File: src/rtl/axi_lite_pkg.sv
`default_nettype none
// ============================================================================
// Module      : axi_lite_pkg
// Description : Shared widths, response codes, channel payload structs and
//               FSM state encodings for the AXI4-Lite RAM responder.
//               No ports (package).
// Revision    : 1.0 - initial release
// ============================================================================
package axi_lite_pkg;

    localparam int ADDR_WIDTH = 12;
    localparam int DATA_WIDTH = 8;
    localparam int STRB_WIDTH = DATA_WIDTH / 8;

    typedef logic [ADDR_WIDTH-1:0] addr_t;
    typedef logic [DATA_WIDTH-1:0] data_t;
    typedef logic [STRB_WIDTH-1:0] strb_t;
    typedef logic [1:0]            resp_t;

    localparam resp_t RESP_OKAY   = 2'b00;
    localparam resp_t RESP_SLVERR = 2'b10;

    // Channel payloads, for benches/monitors that want to bundle signals.
    typedef struct packed {
        addr_t addr;
    } aw_chan_t;

    typedef struct packed {
        data_t data;
        strb_t strb;
    } w_chan_t;

    typedef struct packed {
        resp_t resp;
    } b_chan_t;

    typedef struct packed {
        addr_t addr;
    } ar_chan_t;

    typedef struct packed {
        data_t data;
        resp_t resp;
    } r_chan_t;

    typedef enum logic [1:0] {
        W_IDLE      = 2'd0,
        W_WAIT_DATA = 2'd1,
        W_WAIT_ADDR = 2'd2,
        W_RESP      = 2'd3
    } wr_state_t;

    typedef enum logic [0:0] {
        R_IDLE = 1'b0,
        R_DATA = 1'b1
    } rd_state_t;

endpackage : axi_lite_pkg
`default_nettype wire

File: src/rtl/axi_lite_ram_bank.sv
`default_nettype none
// ============================================================================
// Module      : axi_lite_ram_bank
// Description : Simple dual-port storage array: one byte-enabled write port
//               and one registered read port. A read and a write to the same
//               word on the same edge returns the pre-write contents.
//               Storage is never reset.
// Ports       : clk      - clock
//               wr_en    - write enable
//               wr_addr  - write word index
//               wr_data  - write data
//               wr_strb  - per-byte write enables
//               rd_en    - read enable (updates rd_data on the next edge)
//               rd_addr  - read word index
//               rd_data  - registered read data, held until next rd_en
// Revision    : 1.0 - initial release
// ============================================================================
module axi_lite_ram_bank #(
    parameter int DATA_WIDTH     = 8,
    parameter int MEM_DEPTH      = 256,
    parameter int RAM_ADDR_WIDTH = $clog2(MEM_DEPTH)
) (
    input  logic                      clk,
    input  logic                      wr_en,
    input  logic [RAM_ADDR_WIDTH-1:0] wr_addr,
    input  logic [DATA_WIDTH-1:0]     wr_data,
    input  logic [DATA_WIDTH/8-1:0]   wr_strb,
    input  logic                      rd_en,
    input  logic [RAM_ADDR_WIDTH-1:0] rd_addr,
    output logic [DATA_WIDTH-1:0]     rd_data
);
    import axi_lite_pkg::*;

    localparam int c_lanes = DATA_WIDTH / 8;

    logic [DATA_WIDTH-1:0] r_mem [MEM_DEPTH];
    logic [DATA_WIDTH-1:0] r_rd_data;

    // Non-blocking write and read in the same process give read-before-write
    // on a same-index collision.
    always_ff @(posedge clk) begin
        if (wr_en) begin
            for (int i = 0; i < c_lanes; i++) begin
                if (wr_strb[i]) begin
                    r_mem[wr_addr][i*8 +: 8] <= wr_data[i*8 +: 8];
                end
            end
        end
        if (rd_en) begin
            r_rd_data <= r_mem[rd_addr];
        end
    end

    assign rd_data = r_rd_data;

endmodule : axi_lite_ram_bank
`default_nettype wire

File: src/rtl/axi_lite_slave_ram.sv
`default_nettype none
// ============================================================================
// Module      : axi_lite_slave_ram
// Description : AXI4-Lite responder backed by a byte-strobed RAM bank.
//               Independent write (AW/W/B) and read (AR/R) FSMs share one
//               storage array. Word index = addr >> log2(STRB_WIDTH); indices
//               at or beyond MEM_DEPTH answer SLVERR with no side effects.
// Ports       : clk, rst                      - clock, sync active-high reset
//               awaddr/awvalid/awready        - write address channel
//               wdata/wstrb/wvalid/wready     - write data channel
//               bresp/bvalid/bready           - write response channel
//               araddr/arvalid/arready        - read address channel
//               rdata/rresp/rvalid/rready     - read data channel
// Revision    : 1.0 - initial release
// ============================================================================
module axi_lite_slave_ram #(
    parameter int ADDR_WIDTH = axi_lite_pkg::ADDR_WIDTH,
    parameter int DATA_WIDTH = axi_lite_pkg::DATA_WIDTH,
    parameter int MEM_DEPTH  = 256
) (
    input  logic                    clk,
    input  logic                    rst,
    input  logic [ADDR_WIDTH-1:0]   awaddr,
    input  logic                    awvalid,
    output logic                    awready,
    input  logic [DATA_WIDTH-1:0]   wdata,
    input  logic [DATA_WIDTH/8-1:0] wstrb,
    input  logic                    wvalid,
    output logic                    wready,
    output logic [1:0]              bresp,
    output logic                    bvalid,
    input  logic                    bready,
    input  logic [ADDR_WIDTH-1:0]   araddr,
    input  logic                    arvalid,
    output logic                    arready,
    output logic [DATA_WIDTH-1:0]   rdata,
    output logic [1:0]              rresp,
    output logic                    rvalid,
    input  logic                    rready
);
    import axi_lite_pkg::*;

    localparam int STRB_WIDTH = DATA_WIDTH / 8;
    localparam int c_offs     = $clog2(STRB_WIDTH);
    localparam int c_ram_aw   = $clog2(MEM_DEPTH);

    // ------------------------------------------------------------------
    // Address decode helpers
    // ------------------------------------------------------------------
    function automatic logic f_in_range(input logic [ADDR_WIDTH-1:0] a);
        return 32'(a >> c_offs) < 32'(MEM_DEPTH);
    endfunction

    function automatic logic [c_ram_aw-1:0] f_ram_idx(input logic [ADDR_WIDTH-1:0] a);
        logic [ADDR_WIDTH-1:0] t;
        t = a >> c_offs;
        return t[c_ram_aw-1:0];
    endfunction

    // ------------------------------------------------------------------
    // Write path
    // ------------------------------------------------------------------
    wr_state_t               r_wr_state;
    wr_state_t               w_wr_next;
    logic                    r_awready;
    logic                    r_wready;
    logic [1:0]              r_bresp;
    logic [ADDR_WIDTH-1:0]   r_aw_addr;
    logic [DATA_WIDTH-1:0]   r_w_data;
    logic [STRB_WIDTH-1:0]   r_w_strb;

    logic                    w_aw_hs;
    logic                    w_w_hs;
    logic                    w_commit;
    logic                    w_lat_aw;
    logic                    w_lat_w;
    logic [ADDR_WIDTH-1:0]   w_cm_addr;
    logic [DATA_WIDTH-1:0]   w_cm_data;
    logic [STRB_WIDTH-1:0]   w_cm_strb;
    logic                    w_ram_we;

    assign w_aw_hs = awvalid & r_awready;
    assign w_w_hs  = wvalid & r_wready;

    always_comb begin
        w_wr_next = r_wr_state;
        w_commit  = 1'b0;
        w_lat_aw  = 1'b0;
        w_lat_w   = 1'b0;
        w_cm_addr = r_aw_addr;
        w_cm_data = r_w_data;
        w_cm_strb = r_w_strb;
        case (r_wr_state)
            W_IDLE: begin
                if (w_aw_hs && w_w_hs) begin
                    w_commit  = 1'b1;
                    w_cm_addr = awaddr;
                    w_cm_data = wdata;
                    w_cm_strb = wstrb;
                    w_wr_next = W_RESP;
                end else if (w_aw_hs) begin
                    w_lat_aw  = 1'b1;
                    w_wr_next = W_WAIT_DATA;
                end else if (w_w_hs) begin
                    w_lat_w   = 1'b1;
                    w_wr_next = W_WAIT_ADDR;
                end
            end
            W_WAIT_DATA: begin
                if (w_w_hs) begin
                    w_commit  = 1'b1;
                    w_cm_data = wdata;
                    w_cm_strb = wstrb;
                    w_wr_next = W_RESP;
                end
            end
            W_WAIT_ADDR: begin
                if (w_aw_hs) begin
                    w_commit  = 1'b1;
                    w_cm_addr = awaddr;
                    w_wr_next = W_RESP;
                end
            end
            W_RESP: begin
                if (bready) begin
                    w_wr_next = W_IDLE;
                end
            end
            default: w_wr_next = W_IDLE;
        endcase
    end

    // Readies are registered from the next state so they stay low through
    // reset and come up on the first edge after it.
    always_ff @(posedge clk) begin
        if (rst) begin
            r_wr_state <= W_IDLE;
            r_awready  <= 1'b0;
            r_wready   <= 1'b0;
            r_bresp    <= RESP_OKAY;
        end else begin
            r_wr_state <= w_wr_next;
            r_awready  <= (w_wr_next == W_IDLE) || (w_wr_next == W_WAIT_ADDR);
            r_wready   <= (w_wr_next == W_IDLE) || (w_wr_next == W_WAIT_DATA);
            if (w_commit) begin
                r_bresp <= f_in_range(w_cm_addr) ? RESP_OKAY : RESP_SLVERR;
            end
        end
    end

    // Half-transaction holding registers; contents only matter in the
    // matching wait state, so no reset.
    always_ff @(posedge clk) begin
        if (w_lat_aw) begin
            r_aw_addr <= awaddr;
        end
        if (w_lat_w) begin
            r_w_data <= wdata;
            r_w_strb <= wstrb;
        end
    end

    // A commit that lands on a reset edge must not reach the array.
    assign w_ram_we = w_commit & f_in_range(w_cm_addr) & ~rst;

    assign awready = r_awready;
    assign wready  = r_wready;
    assign bvalid  = (r_wr_state == W_RESP);
    assign bresp   = r_bresp;

    // ------------------------------------------------------------------
    // Read path
    // ------------------------------------------------------------------
    rd_state_t               r_rd_state;
    rd_state_t               w_rd_next;
    logic                    r_arready;
    logic [1:0]              r_rresp;
    logic                    w_rd_accept;
    logic                    w_ram_re;
    logic [DATA_WIDTH-1:0]   w_ram_rdata;

    always_comb begin
        w_rd_next   = r_rd_state;
        w_rd_accept = 1'b0;
        case (r_rd_state)
            R_IDLE: begin
                if (arvalid && r_arready) begin
                    w_rd_accept = 1'b1;
                    w_rd_next   = R_DATA;
                end
            end
            R_DATA: begin
                if (rready) begin
                    w_rd_next = R_IDLE;
                end
            end
            default: w_rd_next = R_IDLE;
        endcase
    end

    always_ff @(posedge clk) begin
        if (rst) begin
            r_rd_state <= R_IDLE;
            r_arready  <= 1'b0;
            r_rresp    <= RESP_OKAY;
        end else begin
            r_rd_state <= w_rd_next;
            r_arready  <= (w_rd_next == R_IDLE);
            if (w_rd_accept) begin
                r_rresp <= f_in_range(araddr) ? RESP_OKAY : RESP_SLVERR;
            end
        end
    end

    assign w_ram_re = w_rd_accept & f_in_range(araddr);

    assign arready = r_arready;
    assign rvalid  = (r_rd_state == R_DATA);
    assign rresp   = r_rresp;
    // The array's read register is not reset and is not loaded on SLVERR,
    // so rdata is forced to zero unless an OKAY beat is being presented.
    assign rdata   = ((r_rd_state == R_DATA) && (r_rresp == RESP_OKAY)) ? w_ram_rdata : '0;

    // ------------------------------------------------------------------
    // Storage
    // ------------------------------------------------------------------
    axi_lite_ram_bank #(
        .DATA_WIDTH     (DATA_WIDTH),
        .MEM_DEPTH      (MEM_DEPTH),
        .RAM_ADDR_WIDTH (c_ram_aw)
    ) u_ram (
        .clk     (clk),
        .wr_en   (w_ram_we),
        .wr_addr (f_ram_idx(w_cm_addr)),
        .wr_data (w_cm_data),
        .wr_strb (w_cm_strb),
        .rd_en   (w_ram_re),
        .rd_addr (f_ram_idx(araddr)),
        .rd_data (w_ram_rdata)
    );

endmodule : axi_lite_slave_ram
`default_nettype wire

File: config.mk
export PLATFORM = sky130hd
export DESIGN_NAME = axi_lite_slave_ram
export DESIGN_NICKNAME = d
export VERILOG_FILES = /design/src/rtl/axi_lite_pkg.sv /design/src/rtl/axi_lite_ram_bank.sv /design/src/rtl/axi_lite_slave_ram.sv
export SDC_FILE = /design/constraint.sdc
export NUM_CORES = 2
export LEC_CHECK = 0
export BUFFER_PORTS_ARGS = -buffer_cell sky130_fd_sc_hd__buf_2
export CAP_MARGIN = 5
export CORE_AREA = 2 2 453 455
export DETAILED_ROUTE_END_ITERATION = 8
export DIE_AREA = 0 0 455 457
export GPL_TIMING_DRIVEN = 0
export PLACE_DENSITY = 0.53
export SETUP_SLACK_MARGIN = 0.1
export SYNTH_ARGS = -nofsm -noshare
export SYNTH_HDL_FRONTEND = slang
export SYNTH_SLANG_ARGS = --single-unit
File: constraint.sdc
create_clock -name clk -period 6.62 [get_ports clk]
set_input_delay 0.331 -clock clk [delete_from_list [all_inputs] [get_ports clk]]
set_output_delay 0.331 -clock clk [all_outputs]
set_load 0.02 [all_outputs]
# After elaboration in Yosys (flattened, before gate mapping)

Memory sizes are Yosys's and may differ from the RTL's. A register that Yosys moved wholly into a read port is not among the register bits.
Index checks and enable logic that the tools add are counted.

Register bits: 31
RAM bits: 2048
Input port bits: 40
Output and inout bits: 17
Word-level logic and storage cells: 69
Memories kept: 1

Magnitude comparators: 2
Equality and inequality tests: 5
Mux-type cells: 35
Bitwise logic cells: 8
Reduce and logical (&&, ||, !) cells: 8

Memories:

| name        | depth | bits a word | read ports | clocked after memory_dff | wr ports | RTL line                | text |
|---|---|---|---|---|---|---|---|
| u_ram.r_mem | 256   | 8           | 1          | 1                        | 1        | axi_lite_ram_bank.sv:36 | `logic [DATA_WIDTH-1:0] r_mem [MEM_DEPTH];` |

Operators by type and width:

| cell                                                | number |
|---|---|
| < comparator 12 x 9 -> 1 bit, second input constant | 2 |
| 2-to-1 mux 12 bit                                   | 2 |
| 2-to-1 mux 8 bit                                    | 3 |
| case mux 12 bit (2 select lines)                    | 1 |
| 2-to-1 mux 1 bit                                    | 16 |
| 2-to-1 mux 2 bit                                    | 8 |
| case mux 8 bit (2 select lines)                     | 1 |
| case mux 2 bit (4 select lines)                     | 1 |
| equality test 2 bit, second input constant          | 3 |
| logical NOT 2 bit                                   | 3 |
| bitwise AND 1 bit                                   | 5 |
| equality test 2 x 1 -> 1 bit, second input constant | 2 |
| case mux 1 bit (2 select lines)                     | 2 |
| logical AND 1 bit                                   | 3 |
| NOT 1 bit                                           | 3 |
| case mux 1 bit (3 select lines)                     | 1 |
| logical OR 1 bit                                    | 2 |

# Depth between registers and ports, before layout

Depth in word-level cells: 9
Gate-level depth with buffers: 11

# Cells and area by module

Synthesis repeated with hierarchy kept, for this count alone.

Cells, all modules: 3857
Area total of the unflattened synthesis: 81250.4 um^2

By module, submodules not included:

| module             | times used | cells an instance | area an instance (um^2) | sequential area each (um^2) |
|---|---|---|---|---|
| axi_lite_ram_bank  | 1          | 3762              | 79945.4                 | 61739.2 |
| axi_lite_slave_ram | 1          | 95                | 1305.0                  | 790.8 |

# Worst setup path after synthesis

OpenSTA, ideal clock, no wires.

Path type: reg-to-reg
Start point: register r_awready (netlist: awready)
End point: memory u_ram.r_mem[0][0] (data pin)
Library setup time: 0.555 ns
Data arrival time: 3.274 ns
Required time: 6.065 ns
Path slack: 2.791 ns
Stages on the path, launching flop included: 4
Clock period less this slack: 3.829 ns
Cell sequence: dfxtp_1 -> a21oi_1 -> nor3_1 -> mux2_2

Longest elaborated chain between the ends: 4

Ends and longest elaborated chain:

| what                            | RTL line                  | text |
|---|---|---|
| from (decl)                     | axi_lite_slave_ram.sv:65  | `logic r_awready;` |
| from (signal assigned)          | axi_lite_slave_ram.sv:143 | `r_awready <= (w_wr_next == W_IDLE) \|\| (w_wr_next == W_WAIT_ADDR);` |
| bitwise AND 1 bit               | axi_lite_slave_ram.sv:82  | `assign w_aw_hs = awvalid & r_awready;` |
| logical AND 1 bit               | axi_lite_slave_ram.sv:95  | `if (w_aw_hs && w_w_hs) begin` |
| 2-to-1 mux 8 bit                | axi_lite_slave_ram.sv:95  |  |
| case mux 8 bit (2 select lines) | axi_lite_slave_ram.sv:93  | `case (r_wr_state)` |
| via u_ram.wr_data[0]            | axi_lite_ram_bank.sv:26   | `input logic [DATA_WIDTH-1:0] wr_data,` |
| to (decl)                       | axi_lite_ram_bank.sv:36   |  |

The timed path passes the listed nets, and every way through them passes these cells.

# Worst setup path in the final report

Start point: input araddr[2]
End point: register u_ram.r_rd_data[4] (netlist: u_ram.rd_data[4]), read port of u_ram.r_mem (data pin)

Longest elaborated chain between the ends: 2

Ends and longest elaborated chain:

| what                         | RTL line                  | text |
|---|---|---|
| from (decl)                  | axi_lite_slave_ram.sv:33  | `input logic [ADDR_WIDTH-1:0] araddr,` |
| < comparator 12 x 9 -> 1 bit | axi_lite_slave_ram.sv:51  | `return 32'(a >> c_offs) < 32'(MEM_DEPTH);` |
| bitwise AND 1 bit            | axi_lite_slave_ram.sv:215 | `assign w_ram_re = w_rd_accept & f_in_range(araddr);` |
| to (decl)                    | axi_lite_ram_bank.sv:37   | `logic [DATA_WIDTH-1:0] r_rd_data;` |

Parallel ways exist; a longest one is shown, timed or not.
A chain may end at the register's enable or synchronous reset.

==> metrics.md <==
| Metric | Value |
|---|---|
| Setup crit start kind | primary input |
| Sequential group share of total power | 0.519 |
| Largest net degree at the start of global routing | 149 |
| Buffers added on ports | 49 |
| Cell-internal power | about 0.022 W |
| Switching component of the power | between 0.006 and 0.007 W |
| Vias | between 40000 and 50000 |
| Number of buffers added for setup after CTS | 0 |
| Layout net count | approximately 4300 |
| Required arrival time at the worst endpoint | about 7000 ps |
| Total gr overflow | 0 |
| Routed wire length | between 200000 and 300000 µm |
| Cell depth of the worst flop-to-flop path | 8 |
| Upper clock frequency limit | approximately 190 MHz |
| Unique cell type count in the Yosys netlist | 58 |
| Post-synthesis compound-gate area fraction | 0.0405 |
| Wire length of the first global-routing pass | between 300000 and 400000 µm |
| Final Critical Period | about 5300 ps |
| Hold path startpoint | awaddr[9] |
| Syn Std Cell Area | 80700 µm² |
| Clock buffer count from CTS | around 210 |
| Classification of the worst-slack hold path | in -> reg |
| Number of detailed-routing iterations run before antenna repair | 6 |
| Slew Viols, Final | 0 |
| Fraction of layout cells with a size suffix above 1 | 0.215 |
| CP arrival | between 5000 and 6000 ps |
| Worst reg-to-reg setup slack | approximately 1700 ps |
| Hold path endpoint | r_aw_addr[9] |
| TritonCTS clock tree | yes |
| Post-synthesis xor/xnor area fraction | 0 |
| Number of endpoints failing setup at the final stage | 0 |
| Fraction of power consumed by combinational cells | 0.056 |
| Row Count | about 170 |
| Element type at the critical path end | flip-flop |
| Die span in x | around 460 µm |
| WL per Instance | 35.9 µm |
| Pleak | between 20 and 30 nW |
| Share of cell area taken by muxes after synthesis | 0.140 |
| Synthesized-area fraction occupied by adder cells | 0 |
| Global router's overall resource usage | 0.245 |
| Count of endpoints failing hold in the final timing report | 0 |
| Layout overhead on the synthesized area | 14.2% |
| Antenna Nets Post-Route | 0 |
| Final worst setup slack | between 1000 and 1500 ps |
| RSZ-0062 raised after global routing | false |
| Clock Skews | around 45 ps |
| Floorplan Core Area | around 200000 µm² |
| Number of instances in the synthesized netlist | just under 4000 |
| Clock Power Share | 0.425 |
| Slew of the pin with the lowest slew margin | about 1400 ps |
| Worst-path clk slew | approximately 60 ps |
| Ports placed on the boundary | between 50 and 60 |
| Chip height | 457 µm |
| Reg-to-Reg End | u_ram.r_mem[111][5] |
| Power Total | between 0.02 and 0.03 W |
| PostCTS Resize Cnt | 0 |
| Worst-case vdd ir drop | 0.249 mV |
| Synth warnings | 0 |
| Detailed placement HPWL | 171000 µm |
| Launch point of the worst reg-to-reg path | r_wr_state[1] |
| Flip-flop and latch count after synthesis | between 2000 and 2500 |
| Run status | finished, final reports clean |
| Die footprint | just over 200000 µm² |
| Max cap viols | 0 |
| Type of the worst setup path | in -> reg |
| Top_reg_cell synth | sky130_fd_sc_hd__edfxtp_1 |
| Sw frac | 0.222 |
| Depth of the worst hold-timing path | 2 |
| Most common cell after layout, fill and taps aside | sky130_fd_sc_hd__edfxtp_1 |
| Initial Utilization | 0.397 |
| Count of unresolved DRC violations after routing | 0 |
| Top library cells by usage in the layout, fill and taps aside | sky130_fd_sc_hd__edfxtp_1 (2077), sky130_fd_sc_hd__mux4_2 (421), sky130_fd_sc_hd__nor2_1 (291), sky130_fd_sc_hd__clkbuf_16 (212), sky130_fd_sc_hd__a22oi_1 (157) |
| Bufs on Longest Clock Path | 3 |
| Share of flip-flops with an asynchronous set or reset | 0 |
| Period utilisation layout | 0.805 |
| Placer's final routability congestion estimate | 0.927 |
| Max-slew headroom | 0.0597 |
| Crit-path max FO | 10 |
| Mean instance size in the synthesized netlist | between 20 and 25 µm² |
| Largest family of logic cells by synthesized area | multiplexers |
| H-tree levels | 4 |
| Via count of the first global-routing pass | between 40000 and 50000 |
| Iteration-0 DRC count of the detailed router | 5165 |
| Number of flops mapped to enable cells by yosys | between 2000 and 2500 |
| Antenna violations before repair | 13 |
| Root buf cell | sky130_fd_sc_hd__clkbuf_16 |
| Post-place setup slack | between 400 and 500 ps |
| Basic-gate share of the synthesized area counting and, or, nand and nor cells | 0.0309 |
| Fraction of the yosys area taken by sequential cells | 0.774 |
| Clock latency at the later pin of the worst-skew pair | ~850 ps |
| Via-to-Cell Ratio | a little under 6 |
| Total power density per cell area | roughly 300 nW/µm² |
| Clock sink count | between 2000 and 2500 |
stage by stage:
| stage | TNS, ps | hold WS, ps | cell area, µm² | cells | util |
|---|---|---|---|---|---|
| detailed placement | 0 | 470 | 85100 | 6711 | 0.418 |
| CTS | 0 | 159 | 92200 | 7130 | 0.453 |
| floorplan | 0 | 430 | 80700 | 3948 | - |
| global route | 0 | 183 | 92200 | 7132 | 0.453 |
| global placement | -5930 | 465 | 84400 | 6685 | 0.415 |
| finish | 0 | 218 | 92200 | 7133 | 0.453 |
logic make-up after synthesis:
kind of cell,count (synthesis)
AOI/OAI and AO/OA,478
buffers and inverters,236
DFF,2085
muxes,599
other,1
and+or+nand+nor,548
worst max path at each step:
stage | start | cells past startpoint | end | slack [ps]
finish | araddr[2] | 9 | u_ram.rd_data[4] | 1290
detailed placement | araddr[2] | 9 | u_ram.rd_data[6] | 490
global route | r_wr_state[1] | 8 | u_ram.r_mem[111][5] | 1460
CTS | araddr[2] | 9 | u_ram.rd_data[6] | 1380
floorplan | awready | 3 | u_ram.r_mem[0][0] | 2790
global placement | awvalid | 4 | u_ram.r_mem[212][3] | -60
power by group through the flow:
| stage | Sequential [W] | Combinational (W) | Clock (W) |
|---|---|---|---|
| after floorplan | 0.0149 | 0.000780 | 0 |
| after global placement | 0.0149 | 0.00148 | 0 |
| after detailed placement | 0.0148 | 0.00155 | 0 |
| after CTS | 0.0146 | 0.00156 | 0.0120 |
| after global routing | 0.0146 | 0.00162 | 0.0125 |
| final | 0.0146 | 0.00157 | 0.0119 |
cell usage after synthesis, types with 3 or more instances:
cell type,count,share of area
sky130_fd_sc_hd__buf_1,9,0.00042
sky130_fd_sc_hd__dfxtp_1,8,0.0020
sky130_fd_sc_hd__nand3b_1,14,0.0013
sky130_fd_sc_hd__clkbuf_1,109,0.0051
sky130_fd_sc_hd__buf_4,36,0.0033
sky130_fd_sc_hd__mux4_2,421,0.12
sky130_fd_sc_hd__nor4b_1,3,0.00033
sky130_fd_sc_hd__a21o_1,10,0.00093
sky130_fd_sc_hd__o2bb2ai_1,5,0.00054
sky130_fd_sc_hd__buf_6,5,0.00070
sky130_fd_sc_hd__edfxtp_1,2077,0.77
sky130_fd_sc_hd__o22a_1,5,0.00054
sky130_fd_sc_hd__mux2i_1,155,0.019
sky130_fd_sc_hd__or2_2,5,0.00039
sky130_fd_sc_hd__a41oi_1,6,0.00065
sky130_fd_sc_hd__a211oi_1,32,0.0030
sky130_fd_sc_hd__nor3_1,50,0.0031
sky130_fd_sc_hd__nand3_1,20,0.0012
sky130_fd_sc_hd__o221ai_1,22,0.0024
sky130_fd_sc_hd__mux2_2,23,0.0032
sky130_fd_sc_hd__o21ai_0,31,0.0019
sky130_fd_sc_hd__a221oi_1,3,0.00033
sky130_fd_sc_hd__buf_2,73,0.0045
sky130_fd_sc_hd__and2_1,13,0.0010
sky130_fd_sc_hd__nor2b_1,16,0.0012
sky130_fd_sc_hd__inv_1,3,0.00014
sky130_fd_sc_hd__o21ai_1,7,0.00043
sky130_fd_sc_hd__a21oi_1,102,0.0063
sky130_fd_sc_hd__a31oi_1,3,0.00023
sky130_fd_sc_hd__o31ai_1,8,0.00074
sky130_fd_sc_hd__o211ai_1,5,0.00046
sky130_fd_sc_hd__a22o_1,5,0.00054
sky130_fd_sc_hd__nor4_1,28,0.0022
sky130_fd_sc_hd__nor3b_1,4,0.00037
sky130_fd_sc_hd__or3_1,7,0.00054
sky130_fd_sc_hd__nand2_1,65,0.0030
sky130_fd_sc_hd__and3_1,9,0.00070
sky130_fd_sc_hd__a32oi_1,4,0.00043
sky130_fd_sc_hd__o22ai_1,53,0.0041
sky130_fd_sc_hd__nand2b_1,17,0.0013
sky130_fd_sc_hd__a2111oi_2,3,0.00056
sky130_fd_sc_hd__nor2_1,291,0.014
sky130_fd_sc_hd__a22oi_1,157,0.015
sky130_fd_sc_hd__a311oi_1,5,0.00054
repair_timing:
item	4_1_cts	5_1_grt
hold endpoints to repair	37	0
setup endpoints to repair	0	0
hold buffers	33	0
registers in the layout, indices dropped and copies added (netlist names):
register and cells:
u_ram.r_mem 2048, r_aw_addr 12, r_w_data 8, u_ram.rd_data 8, r_wr_state 2, arready 1, awready 1, bresp 1
r_w_strb 1, rresp 1, rvalid 1, wready 1
metal layers:
layer / wire, µm / global-route usage
met3: 21800 / 0.0540
met1: 100000 / 0.329
met4: 12600 / 0.105
met2: 121000 / 0.387
met5: 12 / 0
worst max-delay path, cell delays in order:
cell                       delay, ps
sky130_fd_sc_hd__clkbuf_1        860
sky130_fd_sc_hd__clkbuf_1        730
sky130_fd_sc_hd__and2_1          240
sky130_fd_sc_hd__clkbuf_1        860
sky130_fd_sc_hd__clkbuf_1        670
sky130_fd_sc_hd__a22oi_1         300
sky130_fd_sc_hd__a21oi_1         650
sky130_fd_sc_hd__nor4_1          270
sky130_fd_sc_hd__nor4_1          840
cell type report:
class / count / area [µm²]
timing repair buffer: 110 / 1150
buffer: 232 / 1150
clock inverter: 130 / 1310
inverter: 4 / 15.0
fill: 17100 / 111000
clock buffer: 256 / 5470
multi-input combinational: 1627 / 17200
sequential: 2085 / 62500
antenna: 1 / 2.50
tap: 2688 / 3360
Note: power is estimated with default switching activity, not from simulation.
